===== config.mk =====
export PLATFORM = sky130hd
export DESIGN_NAME = l2_cache_flat
export DESIGN_NICKNAME = d
export VERILOG_FILES = /design/src/rtl/l2_cache_pkg.sv /design/src/rtl/l2_cache_if.sv /design/src/rtl/l2_cache_array.sv /design/src/rtl/l2_cache.sv /design/src/flat_wrapper.sv
export SDC_FILE = /design/constraint.sdc
export NUM_CORES = 1
export LEC_CHECK = 0
export ABC_AREA = 1
export BUFFER_PORTS_ARGS = -buffer_cell sky130_fd_sc_hd__buf_2
export CAP_MARGIN = 15
export CORE_MARGIN = 4
export CORE_UTILIZATION = 48
export DETAILED_ROUTE_END_ITERATION = 8
export GPL_TIMING_DRIVEN = 1
export PLACE_DENSITY = 0.7
export REMOVE_ABC_BUFFERS = 1
export SLEW_MARGIN = 10
export SYNTH_ARGS = -nofsm -noshare
export SYNTH_HDL_FRONTEND = slang
export SYNTH_HIERARCHICAL = 1
export SYNTH_SLANG_ARGS = --single-unit

===== constraint.sdc =====
create_clock -name clk -period 21 [get_ports clk]
set_input_delay 1.05 -clock clk [delete_from_list [all_inputs] [get_ports clk]]
set_output_delay 1.05 -clock clk [all_outputs]
set_load 0.1 [all_outputs]

===== src/rtl/l2_cache_pkg.sv =====
`default_nettype none
// ============================================================================
//  Module   : l2_types_pkg
//  Purpose  : Shared types and address-geometry constants for the L2 cache
//             slice (FSM state encoding, cache-line type, address widths).
//  Ports    : none (package)
//  Revision : 1.0 - initial release
// ============================================================================
package l2_types_pkg;

    localparam int OFFSET_BITS = 4;
    localparam int ADDR_BITS   = 16;

    typedef logic [127:0] line_t;

    typedef enum logic [1:0] {
        IDLE      = 2'd0,
        WRITEBACK = 2'd1,
        FILL      = 2'd2
    } l2_state_e;

endpackage : l2_types_pkg
`default_nettype wire


===== src/rtl/l2_cache_if.sv =====
`default_nettype none
// ============================================================================
//  Module   : l2_cache_if
//  Purpose  : Bundles the arbiter-side line request port (mem_*) and the
//             physical-memory port (pmem_*) of the L2 cache.
//  Ports    : modport slave  - the cache: accepts mem_* requests, issues pmem_*
//             modport master - the environment: arbiter plus physical memory
//  Revision : 1.0 - initial release
// ============================================================================
interface l2_cache_if;
    import l2_types_pkg::*;

    // Arbiter side
    logic                 mem_read;
    logic                 mem_write;
    logic [ADDR_BITS-1:0] mem_addr;
    line_t                mem_wdata;
    line_t                mem_rdata;
    logic                 mem_resp;

    // Physical memory side
    logic                 pmem_read;
    logic                 pmem_write;
    logic [ADDR_BITS-1:0] pmem_addr;
    line_t                pmem_wdata;
    line_t                pmem_rdata;
    logic                 pmem_resp;

    modport slave (
        input  mem_read, mem_write, mem_addr, mem_wdata, pmem_rdata, pmem_resp,
        output mem_rdata, mem_resp, pmem_read, pmem_write, pmem_addr, pmem_wdata
    );

    modport master (
        output mem_read, mem_write, mem_addr, mem_wdata, pmem_rdata, pmem_resp,
        input  mem_rdata, mem_resp, pmem_read, pmem_write, pmem_addr, pmem_wdata
    );

endinterface : l2_cache_if
`default_nettype wire


===== src/rtl/l2_cache_array.sv =====
`default_nettype none
// ============================================================================
//  Module   : l2_array
//  Purpose  : Tag / valid / dirty / data storage of the direct-mapped L2.
//             Combinational read of the line selected by i_idx; synchronous
//             write of each field under its own enable; valid and dirty
//             bits cleared synchronously while rst_n is low.
//  Ports    : clk, rst_n              clock, synchronous active-low reset
//             i_idx                   line index for both read and write
//             i_we_{data,tag,valid,dirty} per-field write enables
//             i_data, i_tag, i_valid, i_dirty  write values
//             o_data, o_tag, o_valid, o_dirty  contents of line i_idx
//  Revision : 1.0 - initial release
// ============================================================================
module l2_array
    import l2_types_pkg::*;
#(
    parameter int INDEX_BITS = 3,
    parameter int TAG_BITS   = ADDR_BITS - OFFSET_BITS - INDEX_BITS
) (
    input  logic                  clk,
    input  logic                  rst_n,
    input  logic [INDEX_BITS-1:0] i_idx,
    input  logic                  i_we_data,
    input  logic                  i_we_tag,
    input  logic                  i_we_valid,
    input  logic                  i_we_dirty,
    input  line_t                 i_data,
    input  logic [TAG_BITS-1:0]   i_tag,
    input  logic                  i_valid,
    input  logic                  i_dirty,
    output line_t                 o_data,
    output logic [TAG_BITS-1:0]   o_tag,
    output logic                  o_valid,
    output logic                  o_dirty
);
    localparam int LINES = 1 << INDEX_BITS;

    line_t               r_data  [LINES];
    logic [TAG_BITS-1:0] r_tag   [LINES];
    logic [LINES-1:0]    r_valid;
    logic [LINES-1:0]    r_dirty;

    // Status bits carry the reset; data and tag are qualified by valid.
    always_ff @(posedge clk) begin
        if (!rst_n) begin
            r_valid <= '0;
            r_dirty <= '0;
        end else begin
            if (i_we_valid) r_valid[i_idx] <= i_valid;
            if (i_we_dirty) r_dirty[i_idx] <= i_dirty;
        end
    end

    always_ff @(posedge clk) begin
        if (i_we_data) r_data[i_idx] <= i_data;
        if (i_we_tag)  r_tag[i_idx]  <= i_tag;
    end

    assign o_data  = r_data[i_idx];
    assign o_tag   = r_tag[i_idx];
    assign o_valid = r_valid[i_idx];
    assign o_dirty = r_dirty[i_idx];

endmodule : l2_array
`default_nettype wire


===== src/rtl/l2_cache.sv =====
`default_nettype none
// ============================================================================
//  Module   : l2_cache
//  Purpose  : Unified direct-mapped, write-back, write-allocate L2 cache.
//             Serves 128-bit line requests from the I/D arbiter and services
//             misses from physical memory. The missing line address is
//             captured when the miss is detected so WRITEBACK and FILL are
//             immune to the request changing or dropping mid-miss.
//  Ports    : clk    clock, rising edge
//             rst_n  synchronous reset, active low
//             bus    l2_cache_if.slave (mem_* request port, pmem_* port)
//  Revision : 1.0 - initial release
// ============================================================================
module l2_cache
    import l2_types_pkg::*;
#(
    parameter int INDEX_BITS = 3
) (
    input  logic      clk,
    input  logic      rst_n,
    l2_cache_if.slave bus
);
    localparam int TAG_BITS  = ADDR_BITS - OFFSET_BITS - INDEX_BITS;
    localparam int LINE_BITS = ADDR_BITS - OFFSET_BITS;

    l2_state_e             r_state;
    l2_state_e             w_next_state;
    logic [LINE_BITS-1:0]  r_miss_addr;
    logic                  w_latch_miss;

    logic [INDEX_BITS-1:0] w_live_idx;
    logic [INDEX_BITS-1:0] w_miss_idx;
    logic [INDEX_BITS-1:0] w_idx;
    logic [TAG_BITS-1:0]   w_live_tag;
    logic [TAG_BITS-1:0]   w_miss_tag;
    logic [TAG_BITS-1:0]   w_tag;
    logic                  w_valid;
    logic                  w_dirty;
    line_t                 w_data;
    logic                  w_req;
    logic                  w_hit;
    logic                  w_unused_offset;

    logic                  w_we_data;
    logic                  w_we_tag;
    logic                  w_we_valid;
    logic                  w_we_dirty;
    logic                  w_set_valid;
    logic                  w_set_dirty;
    line_t                 w_wr_data;

    logic                  w_mem_resp;
    line_t                 w_mem_rdata;
    logic                  w_pmem_read;
    logic                  w_pmem_write;
    logic [ADDR_BITS-1:0]  w_pmem_addr;
    line_t                 w_pmem_wdata;

    assign w_live_idx      = bus.mem_addr[OFFSET_BITS +: INDEX_BITS];
    assign w_live_tag      = bus.mem_addr[ADDR_BITS-1 -: TAG_BITS];
    assign w_miss_idx      = r_miss_addr[INDEX_BITS-1:0];
    assign w_miss_tag      = r_miss_addr[LINE_BITS-1 -: TAG_BITS];
    // Byte offset within the line plays no part in a line-granular cache.
    assign w_unused_offset = ^bus.mem_addr[OFFSET_BITS-1:0];

    // Only IDLE looks at the live address; the miss states must stay on the
    // captured line regardless of what the arbiter presents meanwhile.
    assign w_idx = (r_state == IDLE) ? w_live_idx : w_miss_idx;
    assign w_req = bus.mem_read | bus.mem_write;
    assign w_hit = w_valid && (w_tag == w_live_tag);

    l2_array #(
        .INDEX_BITS (INDEX_BITS),
        .TAG_BITS   (TAG_BITS)
    ) u_array (
        .clk        (clk),
        .rst_n      (rst_n),
        .i_idx      (w_idx),
        .i_we_data  (w_we_data),
        .i_we_tag   (w_we_tag),
        .i_we_valid (w_we_valid),
        .i_we_dirty (w_we_dirty),
        .i_data     (w_wr_data),
        .i_tag      (w_miss_tag),
        .i_valid    (w_set_valid),
        .i_dirty    (w_set_dirty),
        .o_data     (w_data),
        .o_tag      (w_tag),
        .o_valid    (w_valid),
        .o_dirty    (w_dirty)
    );

    always_ff @(posedge clk) begin
        if (!rst_n) begin
            r_state     <= IDLE;
            r_miss_addr <= '0;
        end else begin
            r_state <= w_next_state;
            if (w_latch_miss) begin
                r_miss_addr <= bus.mem_addr[ADDR_BITS-1:OFFSET_BITS];
            end
        end
    end

    always_comb begin
        w_next_state = r_state;
        w_latch_miss = 1'b0;
        w_we_data    = 1'b0;
        w_we_tag     = 1'b0;
        w_we_valid   = 1'b0;
        w_we_dirty   = 1'b0;
        w_set_valid  = 1'b0;
        w_set_dirty  = 1'b0;
        w_wr_data    = bus.mem_wdata;
        w_mem_resp   = 1'b0;
        w_mem_rdata  = '0;
        w_pmem_read  = 1'b0;
        w_pmem_write = 1'b0;
        w_pmem_addr  = '0;
        w_pmem_wdata = '0;

        // Everything is quiet while reset is held, even if the state
        // register has not yet been returned to IDLE.
        if (rst_n) begin
            case (r_state)
                IDLE: begin
                    if (w_req) begin
                        if (w_hit) begin
                            w_mem_resp = 1'b1;
                            // Simultaneous read+write is a write.
                            if (bus.mem_write) begin
                                w_we_data   = 1'b1;
                                w_we_dirty  = 1'b1;
                                w_set_dirty = 1'b1;
                            end else begin
                                w_mem_rdata = w_data;
                            end
                        end else begin
                            w_latch_miss = 1'b1;
                            w_next_state = (w_valid && w_dirty) ? WRITEBACK : FILL;
                        end
                    end
                end

                WRITEBACK: begin
                    w_pmem_write = 1'b1;
                    w_pmem_addr  = {w_tag, w_miss_idx, {OFFSET_BITS{1'b0}}};
                    w_pmem_wdata = w_data;
                    if (bus.pmem_resp) begin
                        w_we_dirty   = 1'b1;
                        w_set_dirty  = 1'b0;
                        w_next_state = FILL;
                    end
                end

                FILL: begin
                    w_pmem_read = 1'b1;
                    w_pmem_addr = {r_miss_addr, {OFFSET_BITS{1'b0}}};
                    if (bus.pmem_resp) begin
                        w_wr_data    = bus.pmem_rdata;
                        w_we_data    = 1'b1;
                        w_we_tag     = 1'b1;
                        w_we_valid   = 1'b1;
                        w_set_valid  = 1'b1;
                        w_we_dirty   = 1'b1;
                        w_set_dirty  = 1'b0;
                        w_next_state = IDLE;
                    end
                end

                default: w_next_state = IDLE;
            endcase
        end
    end

    assign bus.mem_resp   = w_mem_resp;
    assign bus.mem_rdata  = w_mem_rdata;
    assign bus.pmem_read  = w_pmem_read;
    assign bus.pmem_write = w_pmem_write;
    assign bus.pmem_addr  = w_pmem_addr;
    assign bus.pmem_wdata = w_pmem_wdata;

endmodule : l2_cache
`default_nettype wire


===== src/flat_wrapper.sv =====
// flat-port wrapper written by rule: the top's interface ports become plain ports
module l2_cache_flat import l2_types_pkg::*;
#(
    parameter int INDEX_BITS = 3
)
  (clk, rst_n, bus_mem_read, bus_mem_write, bus_mem_addr, bus_mem_wdata, bus_pmem_rdata, bus_pmem_resp, bus_mem_rdata, bus_mem_resp, bus_pmem_read, bus_pmem_write, bus_pmem_addr, bus_pmem_wdata);
  l2_cache_if bus_i ();
  input  logic clk;
  input  logic rst_n;
  input wire logic [$bits(bus_i.mem_read)-1:0] bus_mem_read;
  input wire logic [$bits(bus_i.mem_write)-1:0] bus_mem_write;
  input wire logic [$bits(bus_i.mem_addr)-1:0] bus_mem_addr;
  input wire logic [$bits(bus_i.mem_wdata)-1:0] bus_mem_wdata;
  input wire logic [$bits(bus_i.pmem_rdata)-1:0] bus_pmem_rdata;
  input wire logic [$bits(bus_i.pmem_resp)-1:0] bus_pmem_resp;
  output wire logic [$bits(bus_i.mem_rdata)-1:0] bus_mem_rdata;
  output wire logic [$bits(bus_i.mem_resp)-1:0] bus_mem_resp;
  output wire logic [$bits(bus_i.pmem_read)-1:0] bus_pmem_read;
  output wire logic [$bits(bus_i.pmem_write)-1:0] bus_pmem_write;
  output wire logic [$bits(bus_i.pmem_addr)-1:0] bus_pmem_addr;
  output wire logic [$bits(bus_i.pmem_wdata)-1:0] bus_pmem_wdata;
  assign bus_i.mem_read = bus_mem_read;
  assign bus_i.mem_write = bus_mem_write;
  assign bus_i.mem_addr = bus_mem_addr;
  assign bus_i.mem_wdata = bus_mem_wdata;
  assign bus_i.pmem_rdata = bus_pmem_rdata;
  assign bus_i.pmem_resp = bus_pmem_resp;
  assign bus_mem_rdata = bus_i.mem_rdata;
  assign bus_mem_resp = bus_i.mem_resp;
  assign bus_pmem_read = bus_i.pmem_read;
  assign bus_pmem_write = bus_i.pmem_write;
  assign bus_pmem_addr = bus_i.pmem_addr;
  assign bus_pmem_wdata = bus_i.pmem_wdata;
  l2_cache #(.INDEX_BITS(INDEX_BITS)) u_core (.clk(clk), .rst_n(rst_n), .bus(bus_i));
endmodule

Word-level counts from Yosys, hierarchy flattened
Memories as Yosys holds them, arrays and structs flattened.
Cells that the tools add are included.
Cells by class
  magnitude comparators: 2
  equal/unequal tests: 7
  multiplexer cells: 55
  bitwise gates (word level): 1
  reductions and logical operators: 6
Operator list (number)
  2-to-1 mux 128 bit: 10
  case mux 16 bit (2 select lines): 1
  2-to-1 mux 1 bit: 29
  bitwise mux 8 bit: 2
  2-to-1 mux 16 bit: 1
  2-to-1 mux 2 bit: 5
  == test 9 bit: 1
  binary-select mux 1 bit (select 3 bit): 2
  != test 2 bit (second input constant): 3
  case mux 2 bit (3 select lines): 1
  less-than comparator 3 x 4 -> 1 bit (second input constant): 1
  case mux 1 bit (2 select lines): 2
  AND reduction 4 bit: 1
  demux 1 bit (select 3 bit): 1
  greater-or-equal comparator 3 x 1 -> 1 bit (second input constant): 1
  logical AND 1 bit: 3
  2-to-1 mux 3 bit: 1
  == test 2 x 1 -> 1 bit (second input constant): 1
  == test 2 bit (second input constant): 1
  logical NOT 2 bit: 1
  != test 2 x 1 -> 1 bit (second input constant): 1
  OR reduction 2 bit: 1
  OR 1 bit: 1
Word-level totals
  register bits: 30
  memory bits (writable): 1096
  input bits: 277
  output and inout bits: 275
  logic and storage cells: 77
  memories: 2
Memories
  u_core.u_array.r_data: depth 8, bits a word 128, rd ports 1, clocked after Yosys merged registers in 0, wr ports 1, line l2_cache_array.sv:39  | line_t r_data [LINES];
  u_core.u_array.r_tag: depth 8, bits a word 9, rd ports 1, clocked after Yosys merged registers in 0, wr ports 1, line l2_cache_array.sv:40  | logic [TAG_BITS-1:0] r_tag [LINES];

Logic depth before layout (Yosys ltp)
Gate-level depths: netlist of the first run.
  depth after elaboration: 11
  mapped depth: 28
  gate-level depth less buffers: 24

By module
Netlist of the first run, hierarchy kept.
Modules (own cells, without submodules)
  l2_array: times used 1, cells an instance 4362, area an instance 46030.4 µm²
  l2_cache: times used 1, cells an instance 1026, area an instance 5213.8 µm²

Worst setup path after synthesis of the first run
No wires, ideal clock.
  path kind: in2reg
  from: in bus_mem_addr[4]
  to: mem u_core/u_array/r_data[7][0] (netlist name), enable pin
  setup time: 0.617 ns
  data arrival time: 8.055 ns
  data required time: 20.383 ns
  path slack: 12.328 ns
  stages on the path: 22
  path buffers: 3
  cells stage by stage: nand2_1 > o21ai_0 > buf_6 > inv_8 > buf_6 > buf_6 > nand2_1 > nand2_1 > nand2_1 > nand2_1 > nand2_1 > nand2_1 > inv_1 > nand2_1 > nand2_1 > nor2_1 > nand2_1 > nor2_1 > nand3_1 > a21oi_1 > inv_1 > nor2_1
On the way
  longest elaborated chain between the ends: 10
  elaborated cells on any way between the ends: 12
  those cells by class: eq/ne: 1; mux: 9; reduce/logical: 1; memory: 1
Ends and longest elaborated chain
  from (decl): line flat_wrapper.sv:12  | input wire logic [$bits(bus_i.mem_addr)-1:0] bus_mem_addr;
  2-to-1 mux 3 bit: line l2_cache.sv:68  | assign w_idx = (r_state == IDLE) ? w_live_idx : w_miss_idx;
  named net u_core.w_idx[0]: line l2_cache.sv:33  | logic [INDEX_BITS-1:0] w_idx;
  memory (8 x 9 bit)
  named net u_core.w_tag[1]: line l2_cache.sv:36  | logic [TAG_BITS-1:0] w_tag;
  == test 9 bit: line l2_cache.sv:70  | assign w_hit = w_valid && (w_tag == w_live_tag);
  logical AND 1 bit: line l2_cache.sv:70
  2-to-1 mux 1 bit: line l2_cache.sv:128  | if (w_hit) begin
  2-to-1 mux 1 bit: line l2_cache.sv:127  | if (w_req) begin
  case mux 1 bit (2 select lines): line l2_cache.sv:125  | case (r_state)
  2-to-1 mux 1 bit: line l2_cache.sv:124  | if (rst_n) begin
  named net u_core.w_we_data: line l2_cache.sv:44  | logic w_we_data;
  2-to-1 mux 1 bit: line l2_cache_array.sv:56  | if (i_we_data) r_data[i_idx] <= i_data;
  2-to-1 mux 1 bit (implied by the code): line l2_cache_array.sv:56
  to (decl): line l2_cache_array.sv:39
The timed path passes the listed nets, and every way through them passes these cells. The select of a mux whose other input is x is not followed.

Worst setup path after layout of the first run
  from: reg u_core.r_state[0]
  to: out bus_pmem_wdata[40]
On the way
  longest elaborated chain between the ends: 5
  elaborated cells on any way between the ends: 6
  those cells by class: eq/ne: 1; mux: 3; reduce/logical: 1; memory: 1
Ends and longest elaborated chain
  from (decl): line l2_cache.sv:26  | l2_state_e r_state;
  from (signal assigned): line l2_cache.sv:98  | r_state <= w_next_state;
  logical NOT 2 bit: line l2_cache.sv:68
  2-to-1 mux 3 bit: line l2_cache.sv:68
  named net u_core.w_idx[0]: line l2_cache.sv:33
  memory (8 x 128 bit)
  named net u_core.w_data[40]: line l2_cache.sv:39  | line_t w_data;
  2-to-1 mux 128 bit: line l2_cache.sv:125
  2-to-1 mux 128 bit: line l2_cache.sv:124
  to (decl): line flat_wrapper.sv:21  | output wire logic [$bits(bus_i.pmem_wdata)-1:0] bus_pmem_wdata;
The timed path passes the listed nets, and every way through them passes these cells.

==> flow_metrics.tcl, run 1 <==
set metrics [dict create \
    yosysTopAreaCellShare_pct 64.2 \
    cts.sinks 1126 \
    netlist_area_mm2 0.0512 \
    via_count 35900 \
    synth_seq_cells 1126 \
    cellPowerDensity_mw_per_mm2 103 \
    ir_worst_vdd_v 0.0000816 \
    clockRootBuffer "clkbuf_16" \
    post-synth-top-count-cell "nand2_1" \
    final_max_slew_viol_count 0 \
    swShare_pct 32.4 \
    worst_clock_skew_ns 0.0231 \
    area_delta_synth_final_pct 13.5 \
    cts_buffer_depth 3 \
    cp_data_required_time_ns 19.95 \
    wl_um 122000 \
    ys.flop_type "edfxtp_1" \
    holdPathStages 2 \
    p_clk_share_pct 33.1 \
    n_fill_cell 9073 \
    critPathLaunchType "flip-flop" \
    drc 0 \
    antenna_cells 0 \
    cts_tree "done" \
    drv_cap 0 \
    min_path_type "reg -> reg" \
    io_pins 552 \
    final-setup-viol-count 0 \
    cts-resized-gates 0 \
    crit_fanout 104 \
    finalSetupTns_ns 0 \
    power.switching_uw 1950 \
    grt_usage_pct 21.1 \
    rsz0062_at_grt "false" \
    async_flop_share_pct 0 \
    criticalPathCategory "reg -> out" \
    relSlewSlack_pct 20.7 \
    outcome "finished, final reports clean" \
    finalCriticalPeriod_ns 7.58 \
    fmax_mhz 132 \
    dp_hpwl_um 63700 \
    power_leakage_uw 0.0258 \
    dieArea_mm2 0.112 \
    cts_hold_buf 0 \
    reg2reg_depth 19 \
    drtAntennaViolNets 0 \
    layout.nets 6080 \
    cts_buffers 112 \
    ys_seq_area_share_pct 65.4 \
    dp_cells 7076 \
    post_drt_wl_per_cell_um 16.7 \
    p_seq_share_pct 42.7 \
    finalCoreUtilization_pct 55.0 \
    fin_cells 7284 \
    finalCritPeriodShare_pct 36.1 \
    rows 119 \
    start_util_pct 48.5 \
    clkLatencyLatePin_ns 0.68 \
    synth.largest_area_cell "edfxtp_1" \
    cts_setup_buffers 0 \
    clk_pin_slew_ns 0.06 \
    worst_pin_slew_ns 1.19 \
    endpoint_kind "output pin" \
    yosysWarnings 6 \
    grt_overflow 0 \
    die_w_um 335 \
    synth.area.top_cells "edfxtp_1 (64%), nand2_1 (25%), nor2_4 (2.2%), nor2_1 (1.5%), inv_1 (1.2%)" \
    port_buffers 543 \
    synth_cell_types 32 \
    cp.arrival_ns 6.53 \
    syn_area_per_cell_um2 9.51 \
    p_comb_share_pct 24.2 \
    die_h_um 335 \
    finalHoldViolCount 0 \
    vias_per_cell 4.93 \
    grt_max_degree 235 \
    dr.pass1.iters 7 \
    gp_congestion 0.796 \
    drive_gt1_share_pct 14.7 \
    synth-edff-count 1096 \
    netlist_instances 5388 \
    detail_route.iter0.violations 2565 \
    grt_antenna_before_repair 0 \
    synth_top_cells_by_count "nand2_1 (3384), edfxtp_1 (1096), nor2_1 (207)" \
    grt_pass1_wl_um 186000 \
    internal-power_uw 4070 \
    htree_levels 3 \
    core_mm2 0.106 \
    grt_pass1_vias 33600 \
]
## layout make-up
cell class,instances,area (um2),area share [%]
timing repair buffer,584,3110,5.35
multi-input combinational,3803,15400,26.5
inverter,172,677,1.16
clock inverter,65,708,1.22
sequential,1126,33500,57.6
tap,1391,1740,2.99
clock buffer,143,3010,5.18
## sequential cells by signal, summed over array words and instances (netlist names)
signal,count
u_core/r_miss_addr,12
u_core/u_array/r_valid,8
u_core/r_state,2
u_core/u_array/r_dirty,8
u_core/u_array/r_tag,72
u_core/u_array/r_data,1024
## metal layers
layer	global-route usage [%]	up-vias	part of all wire (%)
met5	0	-	0
met4	6.63	0	2.5
met3	2.73	183	6.5
met2	37.1	1177	49
met1	27.4	16700	42
li1	-	17900	-
## path summary, 6_finish.rpt
check	from	endpoint	slack, ns
setup / recovery	u_core/r_state[0]	bus_pmem_wdata[40]	13.42
hold / removal	u_core/u_array/r_valid[6]	u_core/u_array/r_valid[6]	0.46
setup reg to reg	u_core/r_state[0]	u_core/u_array/r_data[7][14]	14.66
hold reg to reg	u_core/u_array/r_valid[6]	u_core/u_array/r_valid[6]	0.46
## cells by family after synthesis
logic type	count (synthesis)	synth area share (%)
simple gates	3751	29.2
flops	1126	65.4
buf+inv	462	4.84
compound gates	43	0.440
fa+ha+maj	4	0.0977
xor+xnor	1	0.0171
other cells	1	0.00732
## power by group through the flow
stage | logic, uW | registers (uW) | clock network (uW)
floorplan | 1640 | 2620 | 0
CTS | 1460 | 2570 | 2030
global placement | 1430 | 2610 | 0
global route | 1630 | 2570 | 2120
finish | 1450 | 2570 | 1990
detailed placement | 1450 | 2620 | 0
## worst max-delay path: stages, from the launching register on
cell and delay (ns):
dfxtp_1 0.34, inv_1 0.09, ha_1 0.56, nand2_1 0.19, o21ai_4 0.17, buf_4 0.63, buf_4 0.82, buf_4 0.65
buf_4 0.96, nand2_1 0.12, nand2_1 0.11, nand2_1 0.05, nand2_1 0.10, nand2_1 0.05, nand2_1 0.17, inv_1 0.11
nor2_1 0.11, buf_2 0.44
## cell usage in the layout (no fill, tap or decap), types with 5 or more instances in the layout
cell type / n
a21oi_1: 24
inv_6: 5
clkinv_2: 10
edfxtp_1: 1096
o21ai_0: 13
nand4_1: 18
clkinv_1: 32
bufinv_16: 14
dfxtp_1: 30
clkbuf_16: 113
clkbuf_8: 7
buf_2: 543
clkbuf_1: 23
nand2_1: 3383
nor2_4: 110
nor2_1: 198
inv_1: 167
nand3_1: 27
buf_12: 7
buf_4: 34
## stage by stage
step                worst slack [ns]  power, uW  hold WS [ns]  area [um2]
floorplan                     -32.85       4260         0.440       49400
global placement               14.03       4050         0.447       54400
detailed placement             14.00       4070         0.454       54400
CTS                            13.44       6060         0.463       58100
global route                   12.87       6330         0.481       58100
finish                         13.42       6010         0.461       58100
No activity file was read; power rests on OpenSTA's default activity.
==> inputs of run 2 (changes only) <==
- PLACE_DENSITY: 0.7 -> 0.73
- clock period: 21 -> 6.6 ns (I/O delays scaled with it)
==> flow_metrics.tcl, run 2 (same netlist as run 1, synthesis figures left out) <==
set metrics [dict create \
    outcome "finished, final reports clean" \
    cts.sinks 1126 \
    crit_fanout 60 \
    cts_setup_buffers 0 \
    drtAntennaViolNets 0 \
    drive_gt1_share_pct 15.3 \
    final_cell_mix "nand2_1 (3383), edfxtp_1 (1096), buf_2 (543)" \
    rows 119 \
    holdPathStages 3 \
    drv_cap 0 \
    die_w_um 335 \
    dr.pass1.iters 5 \
    area_delta_synth_final_pct 14.5 \
    criticalPathCategory "reg -> out" \
    final_common_cell "nand2_1" \
    grt_pass1_wl_um 191000 \
    fmax_mhz 162 \
    grt_usage_pct 21.4 \
    grt_antenna_before_repair 0 \
    cp.arrival_ns 5.85 \
    rsz0062_at_grt "false" \
    start_util_pct 48.5 \
    drc 0 \
    regMostFlops "u_core/u_array/r_data" \
    dp_hpwl_um 69900 \
    cts_tree "done" \
    worst_pin_slew_ns 1.22 \
    htree_levels 3 \
    cellPowerDensity_mw_per_mm2 326 \
    port_buffers 543 \
    clkLatencyLatePin_ns 0.70 \
    grt_overflow 0 \
    dieArea_mm2 0.112 \
    io_pins 552 \
    grt_pass1_vias 35000 \
    regArea_mm2 0.0335 \
    cts_buffer_depth 3 \
    detail_route.iter0.violations 2935 \
    wl_um 124000 \
    reg2reg_depth 19 \
    finalCoreUtilization_pct 55.5 \
    clockRootBuffer "clkbuf_16" \
    reg2reg_slack_ns 1.12 \
    gp_congestion 0.816 \
    finalSetupTns_ns 0 \
    vias_per_cell 4.98 \
    largest_register_ffs 1024 \
    final-setup-viol-count 0 \
    finalCriticalPeriod_ns 6.18 \
    finalCritPeriodShare_pct 93.7 \
    n_fill_cell 8887 \
    via_count 36500 \
    core_mm2 0.106 \
    final_max_slew_viol_count 0 \
    reg_top3 "u_core/u_array/r_data (1024), u_core/u_array/r_tag (72), u_core/r_miss_addr (12)" \
    ir_worst_vdd_v 0.000324 \
    endpoint_kind "output pin" \
    finalHoldViolCount 0 \
    setup.worst_path.start "u_core/r_state[0]" \
    layout.nets 6117 \
    multi_input_area_mm2 0.0154 \
    cp_data_required_time_ns 6.27 \
    power_uw 19100 \
    cts_buffers 111 \
    min_path_type "in -> reg" \
    post_drt_wl_per_cell_um 16.9 \
    worst_clock_skew_ns 0.0302 \
    min_from "bus_pmem_rdata[113]" \
    power_leakage_uw 0.0260 \
    critPathLaunchType "flip-flop" \
    relSlewSlack_pct 18.6 \
    grt_max_degree 211 \
    clk_pin_slew_ns 0.06 \
    die_h_um 335 \
    r2r_start "u_core/r_state[0]" \
]
-- run 2: cell type report --
type	instances	area share, %
diodes	2	0.00853
clock buffers	138	5.10
clock inverters	70	1.13
inverters	172	1.15
multi-input cells	3804	26.2
flip-flops and latches	1126	57.1
well taps	1391	2.97
repair buffers	621	6.29
-- run 2: what timing repair did --
action	CTS	global route
hold buffers	12	0
endpoints found under the setup margin	0	17
gates resized for setup	0	1
hold endpoints to repair	12	0
-- run 2: final timing paths --
| path | endpoint |
|---|---|
| max | bus_mem_rdata[15] |
| min | u_core/u_array/r_data[7][113] |
| max reg2reg | u_core/u_array/r_data[7][22] |
| min reg2reg | u_core/u_array/r_valid[1] |
-- run 2: worst max-delay path, stage by stage, from the launching register on --
cell and delay (ns):
dfxtp_1 0.35, inv_1 0.10, ha_1 0.68, nand2_1 0.40, o21ai_4 0.39, buf_6 0.56, nand2_1 0.12, nand2_1 0.09
nand2_1 0.05, nand2_1 0.25, o2111ai_1 0.18, nor2_1 0.19, nand2_2 0.09, nor2_4 0.16, nand2_8 0.33, buf_4 0.49
nor2_4 0.12, buf_2 0.43
-- run 2: power by group --
group | switching (uW) | internal [uW] | total [uW]
logic | 3590 | 1080 | 4670
registers | 52.2 | 8120 | 8170
clock network | 2620 | 3640 | 6260
-- run 2: stage by stage --
| step | area, um2 | setup slack, ns | hold slack, ns | cells |
|---|---|---|---|---|
| after detailed placement | 54900 | 1.05 | 0.453 | 7101 |
| final | 58700 | 0.417 | 0.0755 | 7324 |
| after global routing | 58700 | 0.0956 | 0.0665 | 7322 |
| after floorplan | 49400 | -47.25 | 0.440 | 5101 |
| after CTS | 58600 | 0.265 | 0.0293 | 7321 |
| after global placement | 54900 | 1.18 | 0.447 | 7101 |
-- run 2: layer usage --
metal / wire length [um] / vias to the layer above / global-route usage [%]
met3: 7670 / 167 / 3.05
met1: 51400 / 17200 / 27.8
met2: 62700 / 1165 / 38.4
li1: - / 18000 / -
met4: 2260 / 0 / 4.98
met5: 0 / - / 0
